===== src/rtl/stopwatch_pkg.sv =====
// rtl/stopwatch_pkg.sv - shared BCD digit types, limits and carry/borrow helpers for the stopwatch.
package stopwatch_pkg;

    typedef logic [3:0] bcd_t;

    typedef enum logic {
        FIELD_MIN = 1'b0,
        FIELD_SEC = 1'b1
    } field_e;

    localparam bcd_t SEC_MAX_TENS = 4'd5;
    localparam bcd_t DIGIT_MAX    = 4'd9;

    // Result is {carry, digit}: the digit wraps to 0 after reaching lim.
    function automatic logic [4:0] bcd_inc(input bcd_t d, input bcd_t lim);
        if (d >= lim) begin
            return {1'b1, 4'd0};
        end
        return {1'b0, d + 4'd1};
    endfunction

    // Result is {borrow, digit}: the digit wraps to lim below 0.
    function automatic logic [4:0] bcd_dec(input bcd_t d, input bcd_t lim);
        if (d == 4'd0) begin
            return {1'b1, lim};
        end
        return {1'b0, d - 4'd1};
    endfunction

endpackage


===== src/rtl/sw_tick_gen.sv =====
// rtl/sw_tick_gen.sv - free-running divider producing registered 2 Hz and 1 Hz enable pulses.
module sw_tick_gen #(
    parameter int CLK_HZ = 100000000
) (
    input  logic clk,
    input  logic reset,
    output logic en_2hz,
    output logic en_1hz
);

    localparam int HALF = CLK_HZ / 2;
    localparam int DW   = $clog2(HALF);

    logic [DW-1:0] r_div;
    logic          r_half;
    logic          r_en_2hz;
    logic          r_en_1hz;
    logic          w_term;

    assign w_term = (r_div == DW'(HALF - 1));

    // r_half marks that the next terminal cycle completes a full second.
    always_ff @(posedge clk or posedge reset) begin
        if (reset) begin
            r_div    <= '0;
            r_half   <= 1'b0;
            r_en_2hz <= 1'b0;
            r_en_1hz <= 1'b0;
        end else begin
            r_div    <= w_term ? '0 : r_div + DW'(1);
            r_en_2hz <= w_term;
            r_en_1hz <= w_term & r_half;
            if (w_term) begin
                r_half <= ~r_half;
            end
        end
    end

    assign en_2hz = r_en_2hz;
    assign en_1hz = r_en_1hz;

endmodule


===== src/rtl/stopwatch_core.sv =====
// rtl/stopwatch_core.sv - mm:ss BCD stopwatch with up/down count, pause, field adjust and blink.
// Optional lap freeze of the displayed digits is built when STOPWATCH_LAP_EN is defined.
module stopwatch_core
    import stopwatch_pkg::*;
#(
    parameter int CLK_HZ       = 100000000,
    parameter int MAX_MIN      = 59,
    parameter int RUN_ON_RESET = 1
) (
    input  logic       clk,
    input  logic       reset,
    input  logic       pause,
    input  logic       adjust,
    input  logic       select,
    input  logic       dir,
    input  logic       lap,
    output logic [3:0] min_tens,
    output logic [3:0] min_ones,
    output logic [3:0] sec_tens,
    output logic [3:0] sec_ones,
    output logic       en_1hz,
    output logic       en_2hz,
    output logic       running,
    output logic       done,
    output logic       blank_min,
    output logic       blank_sec
);

    localparam bcd_t MAX_MT = bcd_t'(MAX_MIN / 10);
    localparam bcd_t MAX_MO = bcd_t'(MAX_MIN % 10);

    logic       w_en_2hz, w_en_1hz, w_pause_rise;
    bcd_t       r_mt, r_mo, r_st, r_so;
    bcd_t       w_mt_n, w_mo_n, w_st_n, w_so_n;
    logic       r_running, r_done, r_blink, r_pause_d;
    logic       w_run_n, w_done_n, w_stop;
    logic [4:0] w_so_inc, w_st_inc, w_mo_inc, w_so_dec, w_st_dec, w_mo_dec;
    logic       w_min_max, w_zero, w_one;

    sw_tick_gen #(.CLK_HZ(CLK_HZ)) u_tick (
        .clk    (clk),
        .reset  (reset),
        .en_2hz (w_en_2hz),
        .en_1hz (w_en_1hz)
    );

    assign w_pause_rise = pause & ~r_pause_d;
    assign w_so_inc  = bcd_inc(r_so, DIGIT_MAX);
    assign w_st_inc  = bcd_inc(r_st, SEC_MAX_TENS);
    assign w_mo_inc  = bcd_inc(r_mo, DIGIT_MAX);
    assign w_so_dec  = bcd_dec(r_so, DIGIT_MAX);
    assign w_st_dec  = bcd_dec(r_st, SEC_MAX_TENS);
    assign w_mo_dec  = bcd_dec(r_mo, DIGIT_MAX);
    assign w_min_max = (r_mt == MAX_MT) && (r_mo == MAX_MO);
    assign w_zero    = (r_mt == 4'd0) && (r_mo == 4'd0) && (r_st == 4'd0) && (r_so == 4'd0);
    assign w_one     = (r_mt == 4'd0) && (r_mo == 4'd0) && (r_st == 4'd0) && (r_so == 4'd1);

    always_comb begin
        w_mt_n   = r_mt;
        w_mo_n   = r_mo;
        w_st_n   = r_st;
        w_so_n   = r_so;
        w_stop   = 1'b0;
        w_done_n = 1'b0;
        if (adjust) begin
            if (w_en_2hz) begin
                if (field_e'(select) == FIELD_SEC) begin
                    w_so_n = w_so_inc[3:0];
                    if (w_so_inc[4]) w_st_n = w_st_inc[3:0];
                end else if (w_min_max) begin
                    w_mt_n = 4'd0;
                    w_mo_n = 4'd0;
                end else begin
                    w_mo_n = w_mo_inc[3:0];
                    if (w_mo_inc[4]) w_mt_n = r_mt + 4'd1;
                end
            end
        end else if (r_running && w_en_1hz) begin
            if (!dir) begin
                w_so_n = w_so_inc[3:0];
                if (w_so_inc[4]) w_st_n = w_st_inc[3:0];
                if (w_so_inc[4] && w_st_inc[4]) begin
                    if (w_min_max) begin
                        w_mt_n = 4'd0;
                        w_mo_n = 4'd0;
                    end else begin
                        w_mo_n = w_mo_inc[3:0];
                        if (w_mo_inc[4]) w_mt_n = r_mt + 4'd1;
                    end
                end
            end else if (w_zero) begin
                w_stop = 1'b1;
            end else begin
                w_so_n = w_so_dec[3:0];
                if (w_so_dec[4]) begin
                    w_st_n = w_st_dec[3:0];
                    if (w_st_dec[4]) begin
                        w_mo_n = w_mo_dec[3:0];
                        if (w_mo_dec[4]) w_mt_n = r_mt - 4'd1;
                    end
                end
                if (w_one) begin
                    w_stop   = 1'b1;
                    w_done_n = 1'b1;
                end
            end
        end
        // The tick above already used the pre-toggle run state.
        w_run_n = w_pause_rise ? ~r_running : r_running;
        if (w_stop) w_run_n = 1'b0;
    end

    always_ff @(posedge clk or posedge reset) begin
        if (reset) begin
            r_mt      <= 4'd0;
            r_mo      <= 4'd0;
            r_st      <= 4'd0;
            r_so      <= 4'd0;
            r_running <= (RUN_ON_RESET != 0);
            r_done    <= 1'b0;
            r_blink   <= 1'b0;
            r_pause_d <= 1'b0;
        end else begin
            r_mt      <= w_mt_n;
            r_mo      <= w_mo_n;
            r_st      <= w_st_n;
            r_so      <= w_so_n;
            r_running <= w_run_n;
            r_done    <= w_done_n;
            r_pause_d <= pause;
            if (!adjust) begin
                r_blink <= 1'b0;
            end else if (w_en_2hz) begin
                r_blink <= ~r_blink;
            end
        end
    end

`ifdef STOPWATCH_LAP_EN
    logic r_lap_d, r_frozen;
    bcd_t r_lap_mt, r_lap_mo, r_lap_st, r_lap_so;
    logic w_show_lap;

    always_ff @(posedge clk or posedge reset) begin
        if (reset) begin
            r_lap_d  <= 1'b0;
            r_frozen <= 1'b0;
            r_lap_mt <= 4'd0;
            r_lap_mo <= 4'd0;
            r_lap_st <= 4'd0;
            r_lap_so <= 4'd0;
        end else begin
            r_lap_d <= lap;
            if (lap & ~r_lap_d) begin
                r_frozen <= ~r_frozen;
                if (!r_frozen) begin
                    r_lap_mt <= r_mt;
                    r_lap_mo <= r_mo;
                    r_lap_st <= r_st;
                    r_lap_so <= r_so;
                end
            end
        end
    end

    assign w_show_lap = r_frozen & ~adjust;
    assign min_tens   = w_show_lap ? r_lap_mt : r_mt;
    assign min_ones   = w_show_lap ? r_lap_mo : r_mo;
    assign sec_tens   = w_show_lap ? r_lap_st : r_st;
    assign sec_ones   = w_show_lap ? r_lap_so : r_so;
`else
    logic w_unused_lap;
    assign w_unused_lap = lap;
    assign min_tens     = r_mt;
    assign min_ones     = r_mo;
    assign sec_tens     = r_st;
    assign sec_ones     = r_so;
`endif

    assign en_1hz    = w_en_1hz;
    assign en_2hz    = w_en_2hz;
    assign running   = r_running;
    assign done      = r_done;
    assign blank_min = adjust & ~select & r_blink;
    assign blank_sec = adjust & select & r_blink;

endmodule


===== config.mk =====
export PLATFORM = sky130hd
export DESIGN_NAME = stopwatch_core
export DESIGN_NICKNAME = d
export VERILOG_FILES = /design/src/rtl/stopwatch_pkg.sv /design/src/rtl/sw_tick_gen.sv /design/src/rtl/stopwatch_core.sv
export SDC_FILE = /design/constraint.sdc
export NUM_CORES = 1
export LEC_CHECK = 0
export ABC_CLOCK_PERIOD_IN_PS = 5600
export BUFFER_PORTS_ARGS = -buffer_cell sky130_fd_sc_hd__clkbuf_2
export CORE_UTILIZATION = 48
export CTS_CLUSTER_DIAMETER = 40
export DETAILED_ROUTE_END_ITERATION = 10
export PLACE_DENSITY = 0.78
export SETUP_SLACK_MARGIN = 0.1
export SLEW_MARGIN = 0
export SYNTH_ARGS = -nofsm -noshare
export SYNTH_HDL_FRONTEND = slang
export SYNTH_SLANG_ARGS = --single-unit

===== constraint.sdc =====
create_clock -name clk -period 5.6 [get_ports clk]
set_input_delay 0.56 -clock clk [delete_from_list [all_inputs] [get_ports clk]]
set_output_delay 0.56 -clock clk [all_outputs]
set_load 0.03 [all_outputs]

## Word-level counts from Yosys, hierarchy flattened

Cells that the tools add are included.

| storage, ports and cells | value |
|---|---|
| latch bits | 0 |
| memory bits (writable) | 0 |
| bits in read-only memories | 0 |
| output and inout bits | 22 |
| bits in registers | 49 |
| input bits | 7 |
| memories kept | 0 |
| logic and storage cells | 132 |

| operators by class | value |
|---|---|
| mux-type cells | 68 |
| reduce and logical (&&, ||, !) cells | 18 |
| add/subtract/negate cells | 9 |
| multiply operators | 0 |
| eq/ne operators | 11 |
| shift-type cells | 0 |
| $lt $le $gt $ge | 3 |
| divide/modulo/power cells | 0 |
| bitwise operators | 11 |

Operators by type and width:

| operator | number |
|---|---|
| 2-to-1 mux 4 bit | 36 |
| 2-to-1 mux 5 bit | 12 |
| adder 26 x 1 -> 26 bit (second input constant) | 1 |
| == test 26 bit (second input constant) | 1 |
| 2-to-1 mux 26 bit | 1 |
| 2-to-1 mux 1 bit | 19 |
| adder 4 x 1 -> 4 bit (second input constant) | 4 |
| zero test 4 bit | 4 |
| subtractor 4 x 1 -> 4 bit (second input constant) | 4 |
| inequality test 3 x 2 -> 1 bit (second input constant) | 3 |
| >= comparator 4 bit (second input constant) | 2 |
| AND reduction 8 bit | 1 |
| logical AND 1 bit | 7 |
| AND reduction 7 bit | 1 |
| AND 1 bit | 6 |
| NOT 1 bit | 5 |
| AND reduction 5 bit | 1 |
| == test 4 x 1 -> 1 bit (second input constant) | 1 |
| == test 4 x 3 -> 1 bit (second input constant) | 1 |
| == test 4 bit (second input constant) | 1 |
| >= comparator 4 x 3 -> 1 bit (second input constant) | 1 |
| inequality test 2 x 1 -> 1 bit (second input constant) | 2 |
| AND reduction 4 bit | 1 |
| nonzero test 2 bit | 2 |
| other kinds (3) | 3 |

## Longest topological paths before layout

| depth | value |
|---|---|
| depth in word-level cells | 10 |
| depth in mapped cells | 8 |
| mapped depth without buffers | 7 |

## Modules after synthesis

Synthesis repeated with hierarchy kept, for this count alone.

| second synthesis, totals | value |
|---|---|
| cells, all modules | 345 |
| area total of the unflattened synthesis | 3243.1 µm² |

By module, submodules not included:

| module | instances | sequential area each (µm²) | cells an instance | area each (µm²) |
|---|---|---|---|---|
| stopwatch_core | 1 | 501.7 | 201 | 1769.2 |
| sw_tick_gen | 1 | 725.7 | 144 | 1473.9 |

## Worst setup path after synthesis

No wires, ideal clock.

| timing path | value |
|---|---|
| kind | register to register |
| from | register r_so[0] (netlist: sec_ones[0]) |
| to | register r_mo[2] (netlist: min_ones[2]) |
| cell stages (with the launch flop) | 9 |
| data arrival time | 2.116 ns |
| required time | 5.459 ns |
| period minus slack after synthesis | 2.256 ns |
| buffers on the path | 1 |
| library setup time | 0.141 ns |
| path slack | 3.344 ns |
| path through | dfrtp_1 > inv_1 > ha_1 > nor3b_1 > nand2b_1 > o31ai_2 > and2_1 > buf_2 > a31oi_1 |

| on the way | value |
|---|---|
| cells in the longest elaborated chain, start to end | 6 |
| elaborated cells between the ends (all ways) | 12 |
| those cells by class | order compare: 1; eq/ne: 2; mux: 4; reduce/logical: 5 |

Ends and longest elaborated chain:

| item | line | text |
|---|---|---|
| start: declaration | stopwatch_core.sv:33 | `bcd_t r_mt, r_mo, r_st, r_so;` |
| start signal: assignment | stopwatch_core.sv:127 | `r_so <= w_so_n;` |
| >= comparator 4 bit | stopwatch_pkg.sv:16 | `if (d >= lim) begin` |
| 2-to-1 mux 1 bit | stopwatch_pkg.sv:16 |  |
| 2-to-1 mux 5 bit | stopwatch_pkg.sv:19 | `return {1'b0, d + 4'd1};` |
| logical AND 1 bit | stopwatch_core.sv:82 | `if (w_so_inc[4] && w_st_inc[4]) begin` |
| nonzero test 3 bit (no source line) | - |  |
| AND reduction 7 bit (no source line) * | - |  |
| end signal: assignment | stopwatch_core.sv:125 | `r_mo <= w_mo_n;` |
| end: declaration | stopwatch_core.sv:33 |  |

Mark *: on every way between the ends. The rest lies on a longest branch, timed or not.
A chain may end at the register's enable or synchronous reset.

## Worst setup path after layout

| timing path | value |
|---|---|
| from | register r_so[0] (netlist: sec_ones[0]) |
| to | register r_mt[1] (netlist: min_tens[1]) |

| on the way | value |
|---|---|
| cells in the longest elaborated chain, start to end | 6 |
| elaborated cells between the ends (all ways) | 12 |
| those cells by class | order compare: 1; eq/ne: 2; mux: 4; reduce/logical: 5 |

Ends and longest elaborated chain:

| item | line | text |
|---|---|---|
| >= comparator 4 bit | stopwatch_pkg.sv:16 |  |
| 2-to-1 mux 1 bit | stopwatch_pkg.sv:16 |  |
| 2-to-1 mux 5 bit | stopwatch_pkg.sv:19 |  |
| logical AND 1 bit | stopwatch_core.sv:82 |  |
| nonzero test 3 bit (no source line) | - |  |
| AND reduction 8 bit (no source line) * | - |  |
| end signal: assignment | stopwatch_core.sv:124 | `r_mt <= w_mt_n;` |
| end: declaration | stopwatch_core.sv:33 |  |

Marked as above.

==> run_results.csv <==
group,metric,value,unit
placed_design,dp_hpwl,4110,um
timing,max_freq,0.401,GHz
die,die_h,80.6,um
cts,cts_tree,"yes",
die,dieWidth,80.6,um
synth,synthesis.area,2960,um^2
cells_and_area,layout.nets,364,
power,powerDensity,201,nW/um^2
min_path,hp-class,"primary input to flip-flop",
global_route,grt_pass1_wl,10000,um
die,io_pins,29,
synth,seq_area_frac_synth,41.4,%
synth,synth_nets,343,
timing,finalMaxSlewViolations,0,
synth,syn_inst,319,
synth,ys_types,52,
power,leakage,1.53,nW
synth,ys_ff_latch,49,
setup_path,arrival,2730,ps
global_route,overflow,0,
synth,synth-edff-count,0,
global_route,antenna_found_initial,0,
timing,hold_ws,387,ps
synth,synth_flop_cell,"dfrtp_1",
synth,ys_async_sr_fraction,100,%
global_route,grt_use_met2,32.4,%
cells_and_area,layout_common_cells,"48 x dfrtp_1, 39 x nor2_1, 27 x clkbuf_2, 22 x nand2_1, 19 x nand3_1",
setup_path,cp_max_fo,8,
global_route,grtUsageMet1,26.1,%
timing,rsz0062_at_grt,"false",
timing,skew,6.13,ps
cells_and_area,final_common_cell,"dfrtp_1",
power,finalPower,0.000651,W
global_route,use_met3,3.98,%
global_route,grt_pass1_vias,2256,
die,rows,28,
detailed_routing,drt-wirelength-per-cell,14.1,um
timing,tightest_slew,1020,ps
detailed_routing,wirelength,5880,um
cells_and_area,final_layout_size_suffix_gt1_share,13.2,%
cts,cts_buffer_depth,2,
placed_design,gp_congestion,0.864,
setup_path,cp-end-kind,"flip-flop",
cts,htree_levels,2,
synth,yosys_warnings,0,
detailed_routing,postRouteAntennaNets,0,
setup_path,r2r_setup_slack,3110,ps
synth,synth_area_per_cell,9.29,um^2
power,ir_drop,0.132,mV
outcome,status,"completed",
min_path,whs_path_depth,1,
detailed_routing,via_per_inst,5.81,
detailed_routing,drc,0,
cts,clkTransAtPathRegs,90,ps
run,cap_violations,0,
placed_design,port_buffers,27,
die,die_area,6490,um^2
global_route,track_usage,19.6,%
setup_path,r2r-start,"sec_ones[0]",
cts,cts_num_sinks,49,
die,core_area,5920,um^2
min_path,min-delay-start,"pause",
cells_and_area,antenna_cells,0,
cts,cts-root-buf,"clkbuf_8",
timing,slew_headroom,32.0,%
cts,cts_buffers,5,
detailed_routing,dr.first_iter.drc_count,216,
setup_path,critPathLaunch,"sec_ones[0]",
detailed_routing,vias,2416,
timing,final-setup-viol-count,0,
setup_path,reg2regPathDepth,7,
setup_path,cp.required,5840,ps
cells_and_area,synthToLayoutAreaGrowth,9.54,%
cts,cts_setup_buffers,0,
global_route,top_usage_layer,"met2",
cts,insertion_delay,300,ps
cts,ctsHoldBuffers,0,
timing,hold_violations,0,
cts,cts_resized,0,
setup_path,cp-start-kind,"flip-flop",
timing,setup_tns,0,ps
timing,period_needed,2490,ps
global_route,grt_max_degree,50,
setup_path,reg2reg_to,"min_tens[1]",
setup_path,crit_type,"flip-flop to flip-flop",
timing,final.period_utilization,44.5,%
min_path,min_to,"r_pause_d",
die,initial_core_util,50.0,%
detailed_routing,dr.pass1.iters,4,
sequential cells by signal, indices dropped and copies added, names as in the netlist, 4 cells and up:
name / flops
u_tick.r_div: 26
sec_ones: 4
min_ones: 4
min_tens: 4
sec_tens: 4
worst max-delay path: stages (launching register included):
cell	delay, ps
dfrtp_1	480
inv_1	130
ha_1	240
nor3b_1	150
nand2b_1	210
o31ai_2	590
and2_1	400
a32o_1	210
through the flow:
stage	cells	worst slack (ps)	cell area, um^2	util, %
after detailed placement	408	3120	3140	53.0
after global routing	416	2910	3250	54.8
after floorplan	319	3340	2960	-
final	416	3110	3250	54.8
after CTS	416	3110	3250	54.8
after global placement	408	3180	3140	53.0
routing by layer:
| metal | vias to the layer above | share of wire (%) | routed length (um) |
|---|---|---|---|
| met5 | - | 0 | 0 |
| met3 | 11 | 4.2 | 248 |
| met4 | 0 | 1.4 | 85 |
| met1 | 1164 | 48 | 2800 |
| li1 | 1184 | - | - |
| met2 | 57 | 47 | 2740 |
worst max path at each step:
stage	endpoint	slack [ps]
global route	min_tens[1]	2910
CTS	min_tens[1]	3110
finish	min_tens[1]	3110
global placement	min_tens[0]	3180
floorplan	min_ones[2]	3340
detailed placement	min_tens[1]	3120
Yosys cell counts (all sizes together) (3+ instances only):
library cell,number,share of area [%]
o21ai,9,1.5
xnor2,8,2.4
a22o,6,1.8
nor2,39,4.9
clkbuf,8,1.0
nand2,22,2.8
a21oi,13,2.2
inv,13,1.6
ha,17,7.2
nor4,4,1.8
nand3,19,3.2
o31ai,5,1.4
buf,6,1.1
nor4b,3,0.89
xor2,18,5.3
or3,4,0.84
nor2b,4,0.84
a31oi,11,2.3
and4,3,0.89
and3,3,0.63
nand4,11,2.5
nand2b,5,1.1
nor3,4,0.68
dfrtp,48,41
and2,3,0.63
nor3b,4,1.0
cell families after synthesis:
group | after synthesis | share of synthesized area, %
XOR/XNOR | 26 | 7.69
buffers and inverters | 27 | 3.72
AND/OR/NAND/NOR | 136 | 25.0
AO/OA/AOI/OAI | 64 | 14.9
flip-flops | 49 | 41.4
adder cells (fa/ha/maj) | 17 | 7.18
report_power, final:
| part | internal (W) | total (W) | switching (W) |
|---|---|---|---|
| clock network | 0.000133 | 0.000248 | 0.000115 |
| registers | 0.000360 | 0.000366 | 0.00000511 |
| logic | 0.0000102 | 0.0000380 | 0.0000279 |
| total | 0.000503 | 0.000651 | 0.000148 |
area by class of cell:
class	instances	area, um^2
flip-flops and latches	49	1230
clock inverters	2	35.0
fillers	539	2680
clock buffers	6	72.6
inverters	13	48.8
repair buffers	28	143
well taps	75	93.8
multi-input cells	243	1630
(Power assumes the default switching activity.)
